<file path="config.mk">
export PLATFORM = sky130hd
export DESIGN_NAME = cla_adder_pipe
export DESIGN_NICKNAME = d
export VERILOG_FILES = /design/src/rtl/cla_pkg.sv /design/src/rtl/cla_group.sv /design/src/rtl/cla_adder_pipe.sv
export SDC_FILE = /design/constraint.sdc
export NUM_CORES = 1
export LEC_CHECK = 0
export ABC_AREA = 1
export ABC_CLOCK_PERIOD_IN_PS = 7700
export CAP_MARGIN = 10
export CORE_MARGIN = 4
export CORE_UTILIZATION = 40
export DETAILED_ROUTE_END_ITERATION = 8
export DONT_BUFFER_PORTS = 1
export GPL_TIMING_DRIVEN = 0
export RECOVER_POWER = 100
export SLEW_MARGIN = 10
export SYNTH_ARGS = -nofsm -noshare
export SYNTH_HDL_FRONTEND = slang
export SYNTH_HIERARCHICAL = 1
export SYNTH_SLANG_ARGS = --single-unit
</file>
<file path="constraint.sdc">
create_clock -name clk -period 7.7 [get_ports clk]
set_clock_uncertainty 0.05 [all_clocks]
set_input_delay 1.54 -clock clk [delete_from_list [all_inputs] [get_ports clk]]
set_output_delay 1.54 -clock clk [all_outputs]
set_load 0.02 [all_outputs]
</file>
<file path="src/rtl/cla_pkg.sv">
// Shared constants and helpers for the pipelined carry-lookahead adder.
// The slice functions decide which lookahead groups each middle stage resolves.
package cla_pkg;
   localparam int MAX_STAGES = 4;

   function automatic bit legal_block(int blk);
      return (blk == 2) || (blk == 4) || (blk == 8);
   endfunction

   function automatic int group_count(int width, int blk);
      return width / blk;
   endfunction

   // Exclusive upper group index resolved by slice k of nslices, LSB first.
   function automatic int slice_end(int k, int ng, int nslices);
      return ((k + 1) * ng) / nslices;
   endfunction

   function automatic int slice_lo(int k, int ng, int nslices);
      return (k == 0) ? 0 : slice_end(k - 1, ng, nslices);
   endfunction
endpackage

</file>
<file path="src/rtl/cla_group.sv">
// One BLOCK-bit lookahead group: group generate/propagate plus local sum bits.
module cla_group
   import cla_pkg::*;
#(
   parameter int BLOCK = 4
) (
   input  logic [BLOCK-1:0] a,
   input  logic [BLOCK-1:0] b,
   input  logic             ci,
   output logic             grp_g,
   output logic             grp_p,
   output logic [BLOCK-1:0] s
);
   logic [BLOCK-1:0] g, p, c;

   if (!legal_block(BLOCK)) begin : g_bad_block
      $error("cla_group: BLOCK must be 2, 4 or 8");
   end

   assign g = a & b;
   assign p = a | b;

   always_comb begin
      c     = '0;
      c[0]  = ci;
      grp_g = 1'b0;
      for (int j = 0; j < BLOCK; j++) begin
         if (j < BLOCK - 1) c[j+1] = g[j] | (p[j] & c[j]);
         grp_g = g[j] | (p[j] & grp_g);
      end
   end

   assign grp_p = &p;
   assign s     = a ^ b ^ c;
endmodule

</file>
<file path="src/rtl/cla_adder_pipe.sv">
// Pipelined carry-lookahead adder/subtractor with an elastic valid/ready pipeline.
// Stage 1 holds group G/P; middle stages resolve group carries; the last registers results.
module cla_adder_pipe
   import cla_pkg::*;
#(
   parameter int WIDTH  = 32,
   parameter int BLOCK  = 4,
   parameter int STAGES = 2
) (
   input  logic             clk,
   input  logic             rst,
   input  logic             in_valid,
   output logic             in_ready,
   input  logic [WIDTH-1:0] a,
   input  logic [WIDTH-1:0] b,
   input  logic             cin,
   input  logic             sub,
   output logic             out_valid,
   input  logic             out_ready,
   output logic [WIDTH-1:0] sum,
   output logic             cout,
   output logic             overflow,
   output logic             zero
);
   localparam int NG   = group_count(WIDTH, BLOCK);
   localparam int NMID = (STAGES > 2) ? STAGES - 2 : 1;
   localparam int DONE = (STAGES > 2) ? NG : 0;

   if (!legal_block(BLOCK) || (WIDTH % BLOCK) != 0 || STAGES < 1 || STAGES > MAX_STAGES) begin : g_bad_param
      $error("cla_adder_pipe: illegal WIDTH/BLOCK/STAGES combination");
   end

   typedef struct packed {
      logic [WIDTH-1:0] a;
      logic [WIDTH-1:0] b;
      logic [NG-1:0]    g;
      logic [NG-1:0]    p;
      logic [NG:0]      c;   // c[i] = carry into group i, valid once resolved
   } pay_t;

   function automatic logic [NG:0] carries(pay_t x, int lo, int hi);
      logic [NG:0] c;
      c = x.c;
      for (int i = 0; i < NG; i++)
         if (i >= lo && i < hi) c[i+1] = x.g[i] | (x.p[i] & c[i]);
      return c;
   endfunction

   logic [WIDTH-1:0] b_eff, unused_fs, s_nxt;
   logic [NG-1:0]    fg, fp, unused_bg, unused_bp;
   logic [NG:0]      cfin;
   pay_t             pay0, last_in;

   assign b_eff = sub ? ~b : b;

   always_comb begin
      pay0      = '0;
      pay0.a    = a;
      pay0.b    = b_eff;
      pay0.g    = fg;
      pay0.p    = fp;
      pay0.c[0] = sub | cin;
   end

   // Flow control: a stage loads when empty or when its successor moves.
   logic [STAGES:1] vld_pipe, ld;
   logic [STAGES:0] vld_src;
   logic            ld_chain;

   assign vld_src   = {vld_pipe, in_valid};
   assign in_ready  = ld[1];
   assign out_valid = vld_pipe[STAGES];

   always_comb begin
      ld_chain = out_ready;
      ld       = '0;
      for (int k = STAGES; k >= 1; k--) begin
         ld_chain = ~vld_pipe[k] | ld_chain;
         ld[k]    = ld_chain;
      end
   end

   always_ff @(posedge clk or posedge rst) begin
      if (rst) vld_pipe <= '0;
      else
         for (int k = 1; k <= STAGES; k++)
            if (ld[k]) vld_pipe[k] <= vld_src[k-1];
   end

   if (STAGES == 1) begin : g_comb
      assign last_in = pay0;
   end else begin : g_regs
      pay_t stg [1:STAGES-1];
      always_ff @(posedge clk) begin
         if (ld[1] & in_valid) stg[1] <= pay0;
         for (int k = 2; k < STAGES; k++)
            if (ld[k] & vld_pipe[k-1]) begin
               stg[k]   <= stg[k-1];
               stg[k].c <= carries(stg[k-1], slice_lo(k-2, NG, NMID), slice_end(k-2, NG, NMID));
            end
      end
      assign last_in = stg[STAGES-1];
   end

   assign cfin = carries(last_in, DONE, NG);

   for (genvar gi = 0; gi < NG; gi++) begin : g_grp
      cla_group #(.BLOCK(BLOCK)) u_front (
         .a(a[gi*BLOCK +: BLOCK]), .b(b_eff[gi*BLOCK +: BLOCK]), .ci(1'b0),
         .grp_g(fg[gi]), .grp_p(fp[gi]), .s(unused_fs[gi*BLOCK +: BLOCK]));
      cla_group #(.BLOCK(BLOCK)) u_back (
         .a(last_in.a[gi*BLOCK +: BLOCK]), .b(last_in.b[gi*BLOCK +: BLOCK]), .ci(cfin[gi]),
         .grp_g(unused_bg[gi]), .grp_p(unused_bp[gi]), .s(s_nxt[gi*BLOCK +: BLOCK]));
   end

   always_ff @(posedge clk or posedge rst) begin
      if (rst) begin
         sum      <= '0;
         cout     <= 1'b0;
         overflow <= 1'b0;
         zero     <= 1'b0;
      end else if (ld[STAGES] & vld_src[STAGES-1]) begin
         sum      <= s_nxt;
         cout     <= cfin[NG];
         overflow <= (last_in.a[WIDTH-1] == last_in.b[WIDTH-1]) && (s_nxt[WIDTH-1] != last_in.a[WIDTH-1]);
         zero     <= ~|s_nxt;
      end
   end
endmodule

</file>
==> qor.csv, run 1 <==
metric;value;unit
die area;0.0190;mm^2
failing checks;max-capacitance violations, max-slew violations;
Final setup viols;0;
Syn Std Cell Area;0.00676;mm^2
CTS H-tree lvls;4;
Rows;47;
final-report hold violation count;0;
gr usage total;13.6;%
largest net degree at the start of global routing;47;
HP Class;flop to flop;
Fin Hold WS;475;ps
total wire length;12300;um
Port Buffers;0;
Layout Nets;850;
P&R area growth vs syn;12.9;%
max-slew violation count;48;
syn_nets;829;
DRC;0;
crit path cell chain;inv_1, nand3_1, nand2_1, clkinvlp_2, clkbuf_1;
storage element area;0.00336;mm^2
drt wl/cell;13.5;um
fin crit period;4790;ps
Worst Setup SP;out_ready;
WP data required;7630;ps
Final period util;62.2;%
total congestion overflow;0;
Die Span Y;138;um
share of cells above drive strength 1;6.03;%
DR iter-0 viols;156;
core area;0.0166;mm^2
via count;3962;
routability cong.;0.789;
clock root buffer;clkbuf_16;
TritonCTS clock tree;built;
Max clock buf depth;2;
Die Span X;138;um
crit path max fanout;46;
multi-input logic area;0.00257;mm^2
Slowest cell on crit path;clkbuf_1;
final setup TNS;0;ps
maximum VDD drop;0.000157;V
Ys Warns;6;
hold wc startpoint;g_regs.stg[1][8];
post-route ant nets;0;
Initial DRT Pass Iterations;4;
CTS clk-pin slew, worst paths;50;ps
TritonCTS Buffers;17;
vias in the first global route;4060;
cts hold-fix bufs;0;
Reg2Reg Depth;4;
Slew @ Worst Pin;2500;ps
Post-CTS Repair Setup Buffers;0;
RSZ-0062 raised after global routing;false;
Max Cap Viol;2;
CTS resizes;0;
CP Launch Type;input port;
starting density of the core;40.8;%
outcome;complete, but fails checks;
Leak;0.00398;uW
final core occ;46.0;%
r2r setup slk;3520;ps
reg2reg end;g_regs.stg[1][44];
Worst path max stage delay;1850;ps
relative slew slack;-66.7;%
Setup crit end kind;flop;
CTS Sinks;118;
critical path type;input port to flop;
hold endpoint;cout;
diode count;0;
worst hold path depth;2;
Cells after Synth;663;
vias per cell;4.32;
HPWL Detailed;9850;um
Reg2Reg Launch Point;vld_pipe[2];
mean area per synthesized cell;10.2;um^2
FILL cells;1607;
Clock Latency Late Sink;420;ps
first-pass GRT wire length;20300;um
worst path arrival time;4720;ps
num ports;107;
fmax;0.209;GHz
Power Density;279;mW/mm^2
initial antenna violation count;0;
-- report_power, final --
group | internal [uW] | leakage [uW] | total (uW) | switching, uW
Combinational | 113 | 0.00243 | 320 | 207
Sequential | 807 | 0.00124 | 968 | 161
Clock | 572 | 0.000318 | 839 | 267
-- state kept, by name, indices dropped and copies added (netlist names) --
name,cells
g_regs.stg,81
sum,32
vld_pipe,2
cout,1
overflow,1
zero,1
-- critical path, delay by kind of cell --
family	cells	cell delay, ps
buffers and inverters	3	2800
AND/OR/NAND/NOR	2	350
-- how the worst max path moves through the flow --
stage / to / cells past startpoint / slack, ps
after CTS: zero / 22 / 3810
after global routing: g_regs.stg[1][75] / 5 / 2560
final: g_regs.stg[1][44] / 5 / 2910
after global placement: g_regs.stg[1][72] / 4 / 3080
after detailed placement: zero / 22 / 3820
after floorplan: g_regs.stg[1][0] / 4 / 3740
-- area by class of cell --
| cell class | count | share of cell area, % |
|---|---|---|
| plain buffers | 11 | 0.541 |
| clock buffers | 25 | 6.92 |
| clock inverters | 7 | 1.46 |
| inverters | 198 | 9.75 |
| multi-input cells | 336 | 33.6 |
| flip-flops and latches | 118 | 44.0 |
| well taps | 220 | 3.61 |
| repair buffers | 2 | 0.0983 |
-- stage by stage --
step | instances | worst slack, ps | cell area, um^2 | power [uW]
after floorplan | 663 | 3740 | 6760 | 1210
after global placement | 883 | 3080 | 7040 | 1300
after detailed placement | 885 | 3820 | 7090 | 1320
after CTS | 917 | 3810 | 7720 | 2170
after global routing | 917 | 2560 | 7630 | 2250
final | 917 | 2910 | 7630 | 2130
-- cells in the final DEF (no fill, tap or decap), drive strengths merged --
master,n
o21ai,1
bufinv,3
edfxtp,81
nor2,19
xnor2,8
o31ai,1
dfrtp,37
or3,1
clkbuf,38
clkinvlp,1
a31oi,1
ha,72
fa,24
xor2,32
nand3,6
inv,197
clkinv,4
nand4,2
nand2,153
a21oi,7
nor4,8
or2,1
-- routing by layer --
metal / wire length, um / vias up / global-route usage (%) / part of all wire (%)
met4: 307 / 0 / 6.40 / 2.5
li1: - / 1969 / - / -
met3: 660 / 20 / 4.35 / 5.3
met5: 0 / - / 0 / 0
met1: 4910 / 1896 / 15.4 / 40
met2: 6460 / 77 / 23.2 / 52
Power figures use the tool's default switching activity.
==> run 2: changes to the inputs <==
- ABC_CLOCK_PERIOD_IN_PS: 7700 -> 4500
- clock period: 7.7 -> 4.5 ns (I/O delays scaled with it)
==> qor.csv, run 2 (synthesized netlist as in run 1, its figures left out) <==
metric;value;unit;change
outcome;complete, but fails checks;;unchanged
failing checks;max-capacitance violations, max-slew violations;;unchanged
critical path type;flop to flop;;was input port to flop
Die Span Y;138;um;unchanged
WP data required;4760;ps;was 7630 ps
diode count;0;;unchanged
Switching Fraction;29.9;%;about the same
Slowest cell on crit path;fa_1;;was clkbuf_1
initial antenna violation count;0;;unchanged
Reg2Reg Launch Point;g_regs.stg[1][0];;was vld_pipe[2]
starting density of the core;40.8;%;unchanged
die area;0.0190;mm^2;unchanged
Final setup viols;0;;unchanged
biggest regs;g_regs.stg: 81 flops, sum: 32 flops, vld_pipe: 2 flops;;unchanged
vias per cell;4.32;;about the same
DR iter-0 viols;156;;unchanged
final-report hold violation count;0;;unchanged
Layout Nets;850;;unchanged
Worst Setup SP;g_regs.stg[1][0];;was out_ready
Setup crit end kind;flop;;unchanged
NetSw;1090;uW;was 636 uW
max reg flops;81;;unchanged
CTS clk-pin slew, worst paths;50;ps;about the same
worst path arrival time;4090;ps;was 4720 ps
Die Span X;138;um;unchanged
total wire length;12300;um;about the same
r2r setup slk;670;ps;was 3520 ps
Clock Latency Late Sink;410;ps;was 420 ps
first-pass GRT wire length;20300;um;unchanged
DRC;0;;unchanged
Rows;47;;unchanged
crit path max fanout;2;;was 46
Max Cap Viol;1;;was 2
relative slew slack;-0.0647;%;was -66.7%
crit path cell chain;nand2_1, nand2_1, nand2_2, nand2_1, nand2_2, nand2_1, nand2_2, nand2_2, nand2_2, nand2_1, nand2_2, nand2_1, nand2_2, nand2_2, inv_1, fa_1, fa_1, fa_1, inv_1, nor4_1, nand4_1, o31ai_1;;was inv_1, nand3_1, nand2_1, clkinvlp_2, clkbuf_1
commonest non-fill, non-tap cells in the layout;inv_1, nand2_1, edfxtp_1, ha_1, dfrtp_1;;unchanged
Non-Filler Instances;917;;unchanged
TritonCTS clock tree;built;;unchanged
Post-CTS Repair Setup Buffers;0;;unchanged
final instance area;0.00764;mm^2;was 0.00763 mm^2
HPWL Detailed;9850;um;unchanged
Power Density;476;mW/mm^2;was 279 mW/mm^2
clock power share;39.4;%;about the same
total congestion overflow;0;;unchanged
largest net degree at the start of global routing;47;;unchanged
max-slew violation count;1;;was 48
num ports;107;;unchanged
Reg2Reg Depth;22;;was 4
Post-DP Area;0.00709;mm^2;unchanged
vias in the first global route;4060;;unchanged
Final period util;85.0;%;
Sequential Power Share;45.5;%;about the same
P_int;2550;uW;was 1490 uW
CTS resizes;0;;unchanged
share of cells above drive strength 1;6.46;%;was 6.03%
fmax;0.261;GHz;
Critical Path End;zero;;was g_regs.stg[1][44]
CTS H-tree lvls;4;;unchanged
post-route ant nets;0;;unchanged
CP Launch Type;flop;;was input port
CP most frequent cell;nand2_2;;
cts hold-fix bufs;0;;unchanged
reg2reg end;zero;;was g_regs.stg[1][44]
Fin Hold WS;427;ps;was 475 ps
Max clock buf depth;2;;unchanged
drt wl/cell;13.4;um;was 13.5 um
Gate power share;15.1;%;was 15.0%
final setup TNS;0;ps;unchanged
Worst path max stage delay;500;ps;was 1850 ps
clock root buffer;clkbuf_16;;unchanged
Port Buffers;0;;unchanged
gr usage total;13.6;%;unchanged
Most flops, register;g_regs.stg;;unchanged
Final Total Pwr;3640;uW;was 2130 uW
RSZ-0062 raised after global routing;false;;unchanged
Leak;0.00398;uW;about the same
FILL cells;1607;;unchanged
P&R area growth vs syn;13.0;%;was 12.9%
core area;0.0166;mm^2;unchanged
Initial DRT Pass Iterations;4;;unchanged
Slew @ Worst Pin;1490;ps;was 2500 ps
TritonCTS Buffers;17;;unchanged
HP Class;input port to asynchronous set/reset pin;;was flop to flop
maximum VDD drop;0.000267;V;was 0.000157 V
fin crit period;3830;ps;
most common cell after layout, fill and taps aside;inv_1;;unchanged
routability cong.;0.789;;unchanged
Post-Place Cells;885;;unchanged
via count;3964;;was 3962
CTS Sinks;118;;unchanged
[run 2: cell counts in the layout (fill, tap and decap cells not counted)]
Identical to the previous run, type by type.
[run 2: power groups by stage]
| stage | registers [uW] | logic (uW) | clock network [uW] |
|---|---|---|---|
| 2_1_floorplan | 1630 | 446 | 0 |
| 3_5_place_dp | 1680 | 582 | 0 |
| 3_3_place_gp | 1680 | 551 | 0 |
| 5_1_grt | 1680 | 654 | 1520 |
| 4_1_cts | 1660 | 583 | 1460 |
| 6_report | 1660 | 549 | 1430 |
[run 2: how the worst min path moves through the flow]
stage                                 start       to
after floorplan           g_regs.stg[1][16]     cout
after global placement    g_regs.stg[1][16]     cout
after detailed placement   g_regs.stg[1][8]     cout
after CTS                               rst  sum[30]
after global routing                    rst  sum[30]
final                                   rst  sum[30]
[run 2: area by class of cell]
| class | count | area (um^2) | area share [%] |
|---|---|---|---|
| Sequential cell | 118 | 3360 | 43.9 |
| Multi-Input combinational cell | 336 | 2570 | 33.7 |
| Inverter | 198 | 744 | 9.74 |
| Clock buffer | 25 | 528 | 6.91 |
| Tap cell | 220 | 275 | 3.60 |
| Clock inverter | 7 | 111 | 1.46 |
| Buffer | 11 | 41.3 | 0.540 |
| Timing Repair Buffer | 2 | 8.76 | 0.115 |
[run 2: through the flow]
stage                     util [%]  setup WS, ps
after floorplan                  -          1180
after global placement        42.4           525
after detailed placement      42.7           624
after CTS                     46.6           613
after global routing          46.1           208
final                         46.1           673
[run 2: layer usage]
layer,share of wire (%),track usage (%),wire (um),up-vias
met5,0,0,0,-
met4,2.5,6.40,305,0
met3,5.4,4.35,668,19
met2,53,23.2,6480,78
met1,40,15.4,4870,1897
li1,-,-,-,1970
[run 2: critical path: cells and delay by family (launching register included)]
kind                       cells  cell delay [ps]
adders and majority gates      3             1270
and+or+nand+nor               16             1720
buffers and inverters          2              100
DFF                            1              340
AOI/OAI and AO/OA              1              240
==> run 3: changes to the inputs <==
--- a/config.mk
+++ b/config.mk
@@ -10,3 +10,3 @@
 export CAP_MARGIN = 10
-export CORE_MARGIN = 4
+export CORE_MARGIN = 2
 export CORE_UTILIZATION = 40
@@ -15,3 +15,3 @@
 export GPL_TIMING_DRIVEN = 0
-export RECOVER_POWER = 100
+export RECOVER_POWER = 25
 export SLEW_MARGIN = 10
==> constraint.sdc (replaced) <==
create_clock -name clk -period 4.5 [get_ports clk]
set_clock_uncertainty 0.05 [all_clocks]
set_input_delay 0.45 -clock clk [delete_from_list [all_inputs] [get_ports clk]]
set_output_delay 0.45 -clock clk [all_outputs]
set_load 0.02 [all_outputs]
==> qor.csv, run 3 (synthesized netlist as in run 1, its figures left out) <==
metric;value;unit;change
outcome;completed;;was complete, but fails checks
Final WS setup;811;ps;was 673 ps
gr usage total;14.7;%;was 13.6%
vias in the first global route;4083;;was 4060
CTS H-tree lvls;4;;unchanged
crit path max fanout;2;;unchanged
max-slew violation count;0;;was 1
Max Cap Viol;0;;was 1
worst path arrival time;3960;ps;was 4090 ps
share of cells above drive strength 1;9.05;%;was 6.46%
routability cong.;0.819;;was 0.789
Final setup viols;0;;unchanged
HPWL Detailed;9410;um;was 9850 um
cts hold-fix bufs;0;;unchanged
HP Class;input port to flop;;was input port to asynchronous set/reset pin
most common cell after layout, fill and taps aside;inv_1;;unchanged
WP data required;4770;ps;was 4760 ps
critical path type;flop to flop;;unchanged
via count;3921;;was 3964
Post-CTS Repair Setup Buffers;0;;unchanged
TritonCTS Buffers;17;;unchanged
maximum VDD drop;0.000257;V;was 0.000267 V
Setup crit end kind;flop;;unchanged
fin crit period;3690;ps;was 3830 ps
diode count;0;;unchanged
DR iter-0 viols;234;;was 156
commonest non-fill, non-tap cells in the layout;inv_1, nand2_1, edfxtp_1, ha_1, dfrtp_1;;unchanged
Initial DRT Pass Iterations;4;;unchanged
CTS clk-pin slew, worst paths;60;ps;was 50 ps
final-report hold violation count;0;;unchanged
relative slew slack;3.37;%;was -0.0647%
post-route ant nets;0;;unchanged
vias per cell;4.28;;was 4.32
DP Worst Slack;670;ps;was 624 ps
P&R area growth vs syn;13.1;%;was 13.0%
Slew @ Worst Pin;1450;ps;was 1490 ps
Power Density;465;mW/mm^2;was 476 mW/mm^2
CP Launch Type;flop;;unchanged
final core occ;46.3;%;was 46.1%
starting density of the core;40.9;%;was 40.8%
Post-Place Cells;884;;was 885
Port Buffers;0;;unchanged
Max clock buf depth;2;;unchanged
DRC;0;;unchanged
drt wl/cell;13.1;um;was 13.4 um
RSZ-0062 raised after global routing;false;;unchanged
biggest regs;g_regs.stg: 81 flops, sum: 32 flops, vld_pipe: 2 flops;;unchanged
largest net degree at the start of global routing;42;;was 47
TritonCTS clock tree;built;;unchanged
Die Span X;134;um;was 138 um
final setup TNS;0;ps;unchanged
CTS resizes;0;;unchanged
Final period util;82.0;%;was 85.0%
Rows;47;;unchanged
first-pass GRT wire length;20100;um;was 20300 um
Leak;0.00396;uW;was 0.00398 uW
Layout Nets;849;;was 850
total wire length;12000;um;was 12300 um
Clock Latency Late Sink;410;ps;about the same
fmax;0.271;GHz;was 0.261 GHz
Die Span Y;134;um;was 138 um
core area;0.0165;mm^2;was 0.0166 mm^2
clock root buffer;clkbuf_16;;unchanged
Final Total Pwr;3560;uW;was 3640 uW
total congestion overflow;0;;unchanged
CTS Sinks;118;;unchanged
Non-Filler Instances;916;;was 917
max reg flops;81;;unchanged
die area;0.0180;mm^2;was 0.0190 mm^2
num ports;107;;unchanged
initial antenna violation count;0;;unchanged
Most flops, register;g_regs.stg;;unchanged
## run 3: cell count changes in the layout (fill, tap and decap cells not counted), sizes merged
| cell | change |
|---|---|
| clkinvlp | +4 |
| clkbuf | -17 |
| clkinv | +4 |
| buf | +8 |
## run 3: worst max-delay path: stages, from the launching register on
cell	delay (ps)
edfxtp_1	360
nand2_1	70
nand2_2	80
nand2_2	60
nand2_2	70
nand2_2	50
nand2_2	70
nand2_2	50
nand2_2	70
nand2_2	50
nand2_2	70
nand2_2	60
nand2_2	80
nand2_2	50
nand2_2	70
inv_1	50
fa_1	380
fa_1	400
fa_1	490
inv_1	50
nor4_1	450
nand4_1	230
o31ai_1	240
## run 3: per-layer routing
metal	track usage, %	share of wire [%]	up-vias
li1	-	-	1965
met2	25.8	52	74
met4	6.68	2.7	0
met3	4.20	4.9	20
met5	0	0	-
met1	16.5	41	1862
## run 3: area by class of cell
class / count / area, um^2
fillers: 1561 / 8880
flip-flops and latches: 118 / 3360
multi-input cells: 336 / 2610
inverters: 198 / 746
clock buffers: 17 / 425
well taps: 220 / 275
clock inverters: 15 / 163
plain buffers: 11 / 46.3
repair buffers: 1 / 20.0
## run 3: power by group
part,internal [uW],total (uW),switching (uW)
combinational,202,563,361
sequential,1380,1650,277
clock,860,1340,480
## run 3: path summary, 6_finish.rpt
kind,from,endpoint,slack (ps),depth (start not counted)
worst min register to register,g_regs.stg[1][16],cout,470,2
worst max-delay path,g_regs.stg[1][0],zero,810,22
max in group asynchronous,rst,sum[5],3240,1
worst max register to register,g_regs.stg[1][0],zero,810,22
worst min-delay path,a[9],g_regs.stg[1][58],80,0
min in group asynchronous,rst,sum[30],310,1
## run 3: stage by stage
step	area (um^2)	hold slack (ps)
after CTS	7650	49.1
after detailed placement	7060	463
after global routing	7650	50.5
after global placement	7040	459
final	7650	79.0
after floorplan	6760	445
